`src/rtl/rom_load_sequencer.sv`:
```
// Routes hps_io ioctl download bytes into four loadable ROM regions and
// sequences the game core reset around downloads and user reset requests.
module rom_load_sequencer #(
  parameter int unsigned R0_BASE     = 32'h0000,
  parameter int unsigned R0_SIZE     = 32'h2000,
  parameter int unsigned R1_BASE     = 32'h2000,
  parameter int unsigned R1_SIZE     = 32'h0800,
  parameter int unsigned R2_BASE     = 32'h2800,
  parameter int unsigned R2_SIZE     = 32'h1000,
  parameter int unsigned R3_BASE     = 32'h3800,
  parameter int unsigned R3_SIZE     = 32'h0100,
  parameter int unsigned TOTAL_BYTES = 32'h3900,
  parameter int unsigned RESET_HOLD  = 16
) (
  input  logic        clk_sys_i,
  input  logic        reset_i,
  input  logic        ioctl_download_i,
  input  logic        ioctl_wr_i,
  input  logic [24:0] ioctl_addr_i,
  input  logic [7:0]  ioctl_dout_i,
  input  logic        reset_req_i,
  output logic [3:0]  rom_we_o,
  output logic [12:0] rom_addr_o,
  output logic [7:0]  rom_data_o,
  output logic        core_reset_o,
  output logic        load_done_o,
  output logic        load_error_o
);

  localparam int unsigned AW        = 25;
  localparam int unsigned RAW       = 13;
  localparam int unsigned DW        = 8;
  localparam int unsigned CW        = 16;
  localparam int unsigned HW        = $clog2(RESET_HOLD + 1);
  localparam logic [HW-1:0] HOLD_INIT = HW'(RESET_HOLD - 1);

  typedef enum logic [1:0] {S_WAIT, S_LOAD, S_HOLD, S_RUN} state_e;

  state_e          state_q, state_d;
  logic [3:0]      rom_we_q, rom_we_d;
  logic [RAW-1:0]  rom_addr_q, rom_addr_d;
  logic [DW-1:0]   rom_data_q, rom_data_d;
  logic            core_reset_q, core_reset_d;
  logic            load_done_q, load_done_d;
  logic            load_error_q, load_error_d;
  logic [CW-1:0]   cnt_q, cnt_d, cnt_base;
  logic [HW-1:0]   hold_q, hold_d;
  logic            oor_q, oor_d;
  logic            block_q, block_d;
  logic            accept_c, start_c;
  logic [3:0]      hit_c, sel_c;
  logic [RAW-1:0]  off_c;

  // Full-width unsigned range test: base <= a < base + size
  function automatic logic in_region(input logic [AW-1:0] a,
                                     input int unsigned base,
                                     input int unsigned size);
    logic [AW:0] diff;
    diff = {1'b0, a} - {1'b0, AW'(base)};
    return !diff[AW] && (diff[AW-1:0] < AW'(size));
  endfunction

  function automatic logic [RAW-1:0] local_addr(input logic [AW-1:0] a,
                                                input int unsigned base);
    logic [AW-1:0] diff;
    diff = a - AW'(base);
    return diff[RAW-1:0];
  endfunction

  // Region decode; the lowest-numbered hit wins if parameters overlap
  always_comb begin
    hit_c[0] = in_region(ioctl_addr_i, R0_BASE, R0_SIZE);
    hit_c[1] = in_region(ioctl_addr_i, R1_BASE, R1_SIZE);
    hit_c[2] = in_region(ioctl_addr_i, R2_BASE, R2_SIZE);
    hit_c[3] = in_region(ioctl_addr_i, R3_BASE, R3_SIZE);
    sel_c    = 4'b0000;
    off_c    = '0;
    if (hit_c[0]) begin
      sel_c = 4'b0001;
      off_c = local_addr(ioctl_addr_i, R0_BASE);
    end else if (hit_c[1]) begin
      sel_c = 4'b0010;
      off_c = local_addr(ioctl_addr_i, R1_BASE);
    end else if (hit_c[2]) begin
      sel_c = 4'b0100;
      off_c = local_addr(ioctl_addr_i, R2_BASE);
    end else if (hit_c[3]) begin
      sel_c = 4'b1000;
      off_c = local_addr(ioctl_addr_i, R3_BASE);
    end
  end

  // Bytes stay blocked after a mid-download reset until download is seen low
  assign accept_c = ioctl_wr_i & ioctl_download_i & ~block_q;
  assign start_c  = ioctl_download_i & ~block_q & (state_q != S_LOAD);

  always_comb begin
    state_d      = state_q;
    rom_we_d     = 4'b0000;
    rom_addr_d   = rom_addr_q;
    rom_data_d   = rom_data_q;
    load_done_d  = load_done_q;
    load_error_d = load_error_q;
    hold_d       = hold_q;
    block_d      = ioctl_download_i ? block_q : 1'b0;

    if (accept_c && (sel_c != 4'b0000)) begin
      rom_we_d   = sel_c;
      rom_addr_d = off_c;
      rom_data_d = ioctl_dout_i;
    end

    cnt_base = start_c ? '0 : cnt_q;
    cnt_d    = (accept_c && (cnt_base != {CW{1'b1}})) ? cnt_base + CW'(1) : cnt_base;
    oor_d    = (start_c ? 1'b0 : oor_q) | (accept_c & (sel_c == 4'b0000));

    if (start_c) begin
      state_d      = S_LOAD;
      load_done_d  = 1'b0;
      load_error_d = 1'b0;
    end else begin
      case (state_q)
        S_LOAD: begin
          if (!ioctl_download_i) begin
            state_d      = S_HOLD;
            hold_d       = HOLD_INIT;
            load_done_d  = 1'b1;
            load_error_d = (cnt_d != CW'(TOTAL_BYTES)) | oor_d;
          end
        end
        S_HOLD: begin
          if (reset_req_i)          hold_d = HOLD_INIT;
          else if (hold_q == '0)    state_d = S_RUN;
          else                      hold_d = hold_q - HW'(1);
        end
        S_RUN: begin
          if (reset_req_i) begin
            state_d = S_HOLD;
            hold_d  = HOLD_INIT;
          end
        end
        default: ;
      endcase
    end

    core_reset_d = (state_d != S_RUN);
  end

  always_ff @(posedge clk_sys_i) begin
    if (reset_i) begin
      state_q      <= S_WAIT;
      rom_we_q     <= 4'b0000;
      rom_addr_q   <= '0;
      rom_data_q   <= '0;
      core_reset_q <= 1'b1;
      load_done_q  <= 1'b0;
      load_error_q <= 1'b0;
      cnt_q        <= '0;
      hold_q       <= '0;
      oor_q        <= 1'b0;
      block_q      <= 1'b1;
    end else begin
      state_q      <= state_d;
      rom_we_q     <= rom_we_d;
      rom_addr_q   <= rom_addr_d;
      rom_data_q   <= rom_data_d;
      core_reset_q <= core_reset_d;
      load_done_q  <= load_done_d;
      load_error_q <= load_error_d;
      cnt_q        <= cnt_d;
      hold_q       <= hold_d;
      oor_q        <= oor_d;
      block_q      <= block_d;
    end
  end

  assign rom_we_o     = rom_we_q;
  assign rom_addr_o   = rom_addr_q;
  assign rom_data_o   = rom_data_q;
  assign core_reset_o = core_reset_q;
  assign load_done_o  = load_done_q;
  assign load_error_o = load_error_q;

endmodule

```
`config.mk`:
```
export PLATFORM = sky130hd
export DESIGN_NAME = rom_load_sequencer
export DESIGN_NICKNAME = d
export VERILOG_FILES = /design/src/rtl/rom_load_sequencer.sv
export SDC_FILE = /design/constraint.sdc
export NUM_CORES = 1
export LEC_CHECK = 0
export CAP_MARGIN = 30
export CORE_MARGIN = 4
export CORE_UTILIZATION = 30
export CTS_BUF_LIST = sky130_fd_sc_hd__clkbuf_16
export CTS_CLUSTER_DIAMETER = 100
export DETAILED_ROUTE_END_ITERATION = 16
export PLACE_DENSITY_LB_ADDON = 0.25
export SLEW_MARGIN = 5
export SYNTH_ARGS = -nofsm -noshare
export SYNTH_HDL_FRONTEND = slang
export SYNTH_SLANG_ARGS = --single-unit
export TNS_END_PERCENT = 10
```
`constraint.sdc`:
```
create_clock -name clk_sys_i -period 5.6 [get_ports clk_sys_i]
set_input_delay 1.68 -clock clk_sys_i [delete_from_list [all_inputs] [get_ports clk_sys_i]]
set_output_delay 1.68 -clock clk_sys_i [all_outputs]
set_load 0.01 [all_outputs]
```
## After elaboration in Yosys (flattened, before gate mapping)

Index checks and enable logic that the tools add are counted.

- Add/sub/neg operators: 8
- Multiply operators: 0
- Div/mod/pow operators: 0
- Order comparisons: 4
- Equal/unequal tests: 10
- Shift operators: 0
- Multiplexer cells: 22
- Bitwise gates (word level): 11
- Reductions and logical operators: 16

Operator list:

| kind | count |
|---|---|
| 25-bit by 14-bit subtractor with 26-bit output (second input constant) | 3 |
| 13-bit 2-to-1 mux | 4 |
| 16-bit 2-to-1 mux | 2 |
| 25-bit by 12-bit < comparator with 1-bit output (second input constant) | 1 |
| 25-bit by 13-bit < comparator with 1-bit output (second input constant) | 1 |
| 25-bit by 14-bit < comparator with 1-bit output (second input constant) | 1 |
| 25-bit by 9-bit < comparator with 1-bit output (second input constant) | 1 |
| 5-bit 2-to-1 mux | 4 |
| 16-bit by 1-bit adder with 16-bit output (second input constant) | 1 |
| 4-bit 2-to-1 mux | 4 |
| 16-bit by 14-bit inequality test with 1-bit output (second input constant) | 1 |
| 16-bit inequality test (second input constant) | 1 |
| 5-bit case mux with 3 select lines | 1 |
| 13-bit by 1-bit subtractor with 13-bit output (second input constant) | 1 |
| 13-bit by 12-bit subtractor with 13-bit output (second input constant) | 1 |
| 13-bit subtractor (second input constant) | 1 |
| 2-bit 2-to-1 mux | 5 |
| 2-bit inequality test (second input constant) | 3 |
| 2-bit case mux with 3 select lines | 1 |
| 1-bit AND | 5 |
| 1-bit logical AND | 5 |
| 5-bit logical NOT | 1 |
| 5-bit AND reduction | 1 |
| 5-bit by 1-bit subtractor with 5-bit output (second input constant) | 1 |
| 13 further kinds | 21 |

- Register bits: 53
- Bits in latches: 0
- Memory bits (writable): 0
- ROM bits: 0
- Input bits: 38
- Output and inout bits: 28
- Word-level logic and storage cells: 82
- Memories: 0

## Longest topological paths before layout

- Depth after elaboration: 11
- Gate-level depth with buffers: 11

## Worst setup path before layout

Ideal clock, no wire load.

- Path type: input to register
- From: input port ioctl_download_i
- To: register load_error_q, in the netlist load_error_o
- Library setup time: 127 ps
- Arrival time: 4132 ps
- Required time: 5473 ps
- Setup slack: 1342 ps
- Stages: 11
- Path through: nor2b_1 > nand2_1 > and2_1 > ha_1 > nand2_1 > a211oi_1 > a2111oi_0 > nand4_1 > mux2i_1 > o2111a_1 > a31oi_1

- Cells in the longest elaborated chain, start to end: 8
- Elaborated cells on any way between the ends: 17
- Those cells by class: add/sub (1); eq/ne (2); mux (3); bitwise (8); reduce/logical (3)

RTL lines:

| what | RTL line | RTL |
|---|---|---|
| start, declared | 17 | `input logic ioctl_download_i,` |
| branches (longest 8 deep; another with 16-bit by 1-bit adder with 16-bit output) | - |  |
| end signal, assigned | 169 | `load_error_q <= load_error_d;` |
| end, declared | 45 | `logic load_error_q, load_error_d;` |

Several ways; the timed one is not identified.
A chain may end at the register's enable or synchronous reset.

## Final worst setup path

Same ends and word-level chain as after synthesis.

==> summary.txt <==
Pwr
  – Comb pwr share: 0.123
  – Pleak: ~0.0015 µW
  – Max rail drop VDD: roughly 0.0001 V
  – Seq pwr share: 0.486
  – Internal Power: between 500 and 600 µW
  – Switching fraction of total power: 0.2527
  – Net Sw Power: 201.2 µW
  – Pwr dens: around 180 mW/mm²
  – Total power: about 800 µW
  – Clock power frac: 0.392

Cells and area
  – Seq. cell area: about 0.0011 mm²
  – # diodes: 0
  – Final net count: 523
  – Final instance area: between 0.004 and 0.005 mm²
  – Syn-to-layout area delta: 27.98%
  – Final core occ: 0.3966
  – Layout cells sized above 1: 0.05405
  – Layout fillers: approximately 1.1k
  – Most frequent cells in the layout: clkdlybuf4s50_1 (65), dfxtp_1 (53), nor2_1 (39)
  – Most common cell after layout, fill and taps aside: clkdlybuf4s50_1
  – Multi-input logic area: 0.002217 mm²

Detailed routing
  – # DRC: 0
  – Final ANT Viol Nets: 0
  – Initial DRC count: roughly 300
  – 1st-pass router iterations: 4
  – Wire per inst: about 16 µm
  – Vias/cell: between 5 and 6
  – Vias after detailed routing: 3393
  – Drt total wl: around 10 mm

Synthesis
  – Main flop type after synthesis: dfxtp_1
  – Post-synth EDFFs: 0
  – Synth Area in Compound Gates: 0.1908
  – Gate Count Post-Synth: ~420
  – Mapped Area: about 0.0034 mm²
  – Syn. warnings: 0
  – Synth Area in Adders: 0.01838
  – Mapped Nets: roughly 470
  – Synth top area share: 0.3118
  – Yosys top cell by area: dfxtp_1
  – Largest family of logic cells by synthesized area: simple AND/OR/NAND/NOR gates
  – Flop and latch count out of synthesis: 53
  – Fraction of registers with async set or reset after synthesis: 0
  – XOR/XNOR Fraction of Synth Area: 0.04118
  – Unique masters post-synth: 55
  – Syn avg cell area: between 8 and 9 µm²
  – Synth Area in Simple Gates: 0.3357
  – Mux cell area share after synthesis: 0.06176
  – Sequential-to-total area share from yosys stat: 0.3118
  – Synth area leaders: dfxtp_1 (31%), mux2i_1 (6.2%), a221oi_1 (4.4%), nor2_1 (4.3%), and2_1 (4.2%)

Worst setup path
  – RR Endpoint: load_error_o$_SDFFE_PP0P_
  – CP Class: in -> reg
  – Crit Reg-Reg Startpoint: block_q$_SDFFE_PP1N_
  – Flop2flop setup slack: around 2.5 ns
  – Startpoint types: input pin
  – Crit Path Max Fanout: 9
  – R2R depth: 12
  – Worst EP arrival: a little under 5 ns
  – Setup crit end kind: register
  – Req. time, crit path: 5.78 ns

STA
  – Fin crit share: 0.8430
  – Fin. max-slew vios: 0
  – Hold Fails Final Rpt: 0
  – Fmax: ~210 MHz
  – Relative slew slack: 0.3416
  – Setup_tns: 0 ns
  – RSZ-0062 raised after global routing: false
  – Worst-Margin Slew: about 0.98 ns
  – Post-layout min period: 4.721 ns
  – PnR worst setup slack: between 0.8 and 0.9 ns
  – Clock Skews: 0.006001 ns
  – Final setup vio count: 0

Clock tree
  – Clk buf depth: 2
  – Clk root buf: clkbuf_16
  – Worst skew pair latency: around 0.29 ns
  – CTS tree: done
  – CTS sink count: between 50 and 60
  – Setup bufs post-CTS: 0
  – Resize count post-CTS: 0
  – Cts bufs inserted: 5
  – # H-tree levels: 2
  – Post-CTS Hold Buffers: 0
  – Clk slew on worst S/H paths: about 0.070 ns

Min path
  – Min-Delay Path Class: reg -> reg
  – Hold Startpoint: hold_q[4]$_SDFFE_PP0P_
  – Hold Path Sink: hold_q[4]$_SDFFE_PP0P_
  – Hold Crit Depth: 1

Global route
  – GRT Total Usage: 0.1520
  – Gr ovfl total: 0
  – First-pass GRT wire length: roughly 16 mm
  – Pin count of the biggest net entering global routing: 38
  – Initial antenna violation count: 0
  – Vias in the first global route: 3376

Die
  – Site Rows: 38
  – Die width: 114.5 µm
  – Initial core utilization: 0.3099
  – Core area: between 0.01 and 0.015 mm²
  – Ports: 66
  – Die ar.: 0.01311 mm²
  – Die Span Y: approximately 110 µm

Place
  – I/O Buffers: 65
  – Routability cong.: 0.8748
  – DP Area: between 0.004 and 0.005 mm²
  – DP Wirelength: about 7 mm
  – Dpl ws: around 0.60 ns

Job
  – # Max-Cap Violations: 0

Status
  – Status: finished clean
==> critical path: stages <==
cell	delay, ns
clkdlybuf4s50_1	0.59
nor2b_1	0.28
nand2_1	0.27
and2_1	0.28
ha_1	0.26
nand2_1	0.15
a211oi_1	0.11
a2111oi_0	0.43
buf_4	0.21
nand4_1	0.11
mux2i_1	0.22
o2111a_1	0.22
a31oi_1	0.07
==> registers in the layout, indices dropped and copies added (netlist names) <==
signal	count
rom_data_o	8
rom_addr_o	13
load_done_o	1
block_q	1
cnt_q	16
state_q	2
oor_q	1
hold_q	5
load_error_o	1
rom_we_o	4
core_reset_o	1
==> power by group through the flow <==
stage / logic (µW) / registers [µW] / clock network, µW
CTS: 98.1 / 387 / 326
finish: 97.6 / 387 / 312
detailed placement: 97.6 / 396 / 0
global placement: 96.3 / 395 / 0
floorplan: 49.6 / 395 / 0
global route: 108 / 388 / 338
==> area by class of cell <==
class / count / share of cell area
Clock inverter: 3 / 0.004884
Clock buffer: 5 / 0.02873
Timing Repair Buffer: 75 / 0.1666
Tap cell: 140 / 0.04022
Multi-Input combinational cell: 337 / 0.5090
Inverter: 8 / 0.006895
Sequential cell: 53 / 0.2436
==> synth_stat cells (all sizes together), types with 3 or more instances <==
cell type,instances
dfxtp,53
nor2,39
nand2,32
a21oi,26
and2,23
and3,21
mux2i,21
nor2b,21
clkbuf,20
a221oi,17
nand4,11
o21ai,10
nor4,9
xnor2,8
xor2,8
a31oi,7
and4,7
inv,7
nand3,7
a211oi,6
nor3,6
a311oi,5
ha,5
buf,4
nor3b,4
o31a,4
o211ai,3
or3,3
or4,3
==> per-stage QoR <==
stage / cells / hold slack (ns)
finish: 621 / 0.4846
global route: 621 / 0.5013
CTS: 621 / 0.4842
detailed placement: 613 / 0.4730
global placement: 613 / 0.4699
floorplan: 422 / 0.4497
==> worst max-delay path by stage <==
stage,to,from,depth (start not counted)
floorplan,load_error_o$_SDFFE_PP0P_,ioctl_download_i,11
global placement,load_error_o$_SDFFE_PP0P_,ioctl_download_i,13
detailed placement,load_error_o$_SDFFE_PP0P_,ioctl_download_i,13
CTS,load_error_o$_SDFFE_PP0P_,ioctl_download_i,13
global route,load_error_o$_SDFFE_PP0P_,ioctl_download_i,13
finish,load_error_o$_SDFFE_PP0P_,ioctl_download_i,13
==> kinds of logic after synthesis <==
| group | Yosys count |
|---|---|
| AOI/OAI and AO/OA | 93 |
| xor gates and xnor gates | 16 |
| adders and majority gates | 5 |
| buffers and inverters | 32 |
| DFF | 53 |
| muxes | 21 |
| and+or+nand+nor | 202 |
==> layer usage <==
layer / up-vias / GRT usage / wire (µm)
li1: 1697 / - / -
met1: 1593 / 0.1981 / 4626
met2: 89 / 0.2487 / 4586
met3: 14 / 0.03171 / 570
met4: 0 / 0.05146 / 172
met5: - / 0 / 0
No activity file was read; power rests on OpenSTA's default activity.
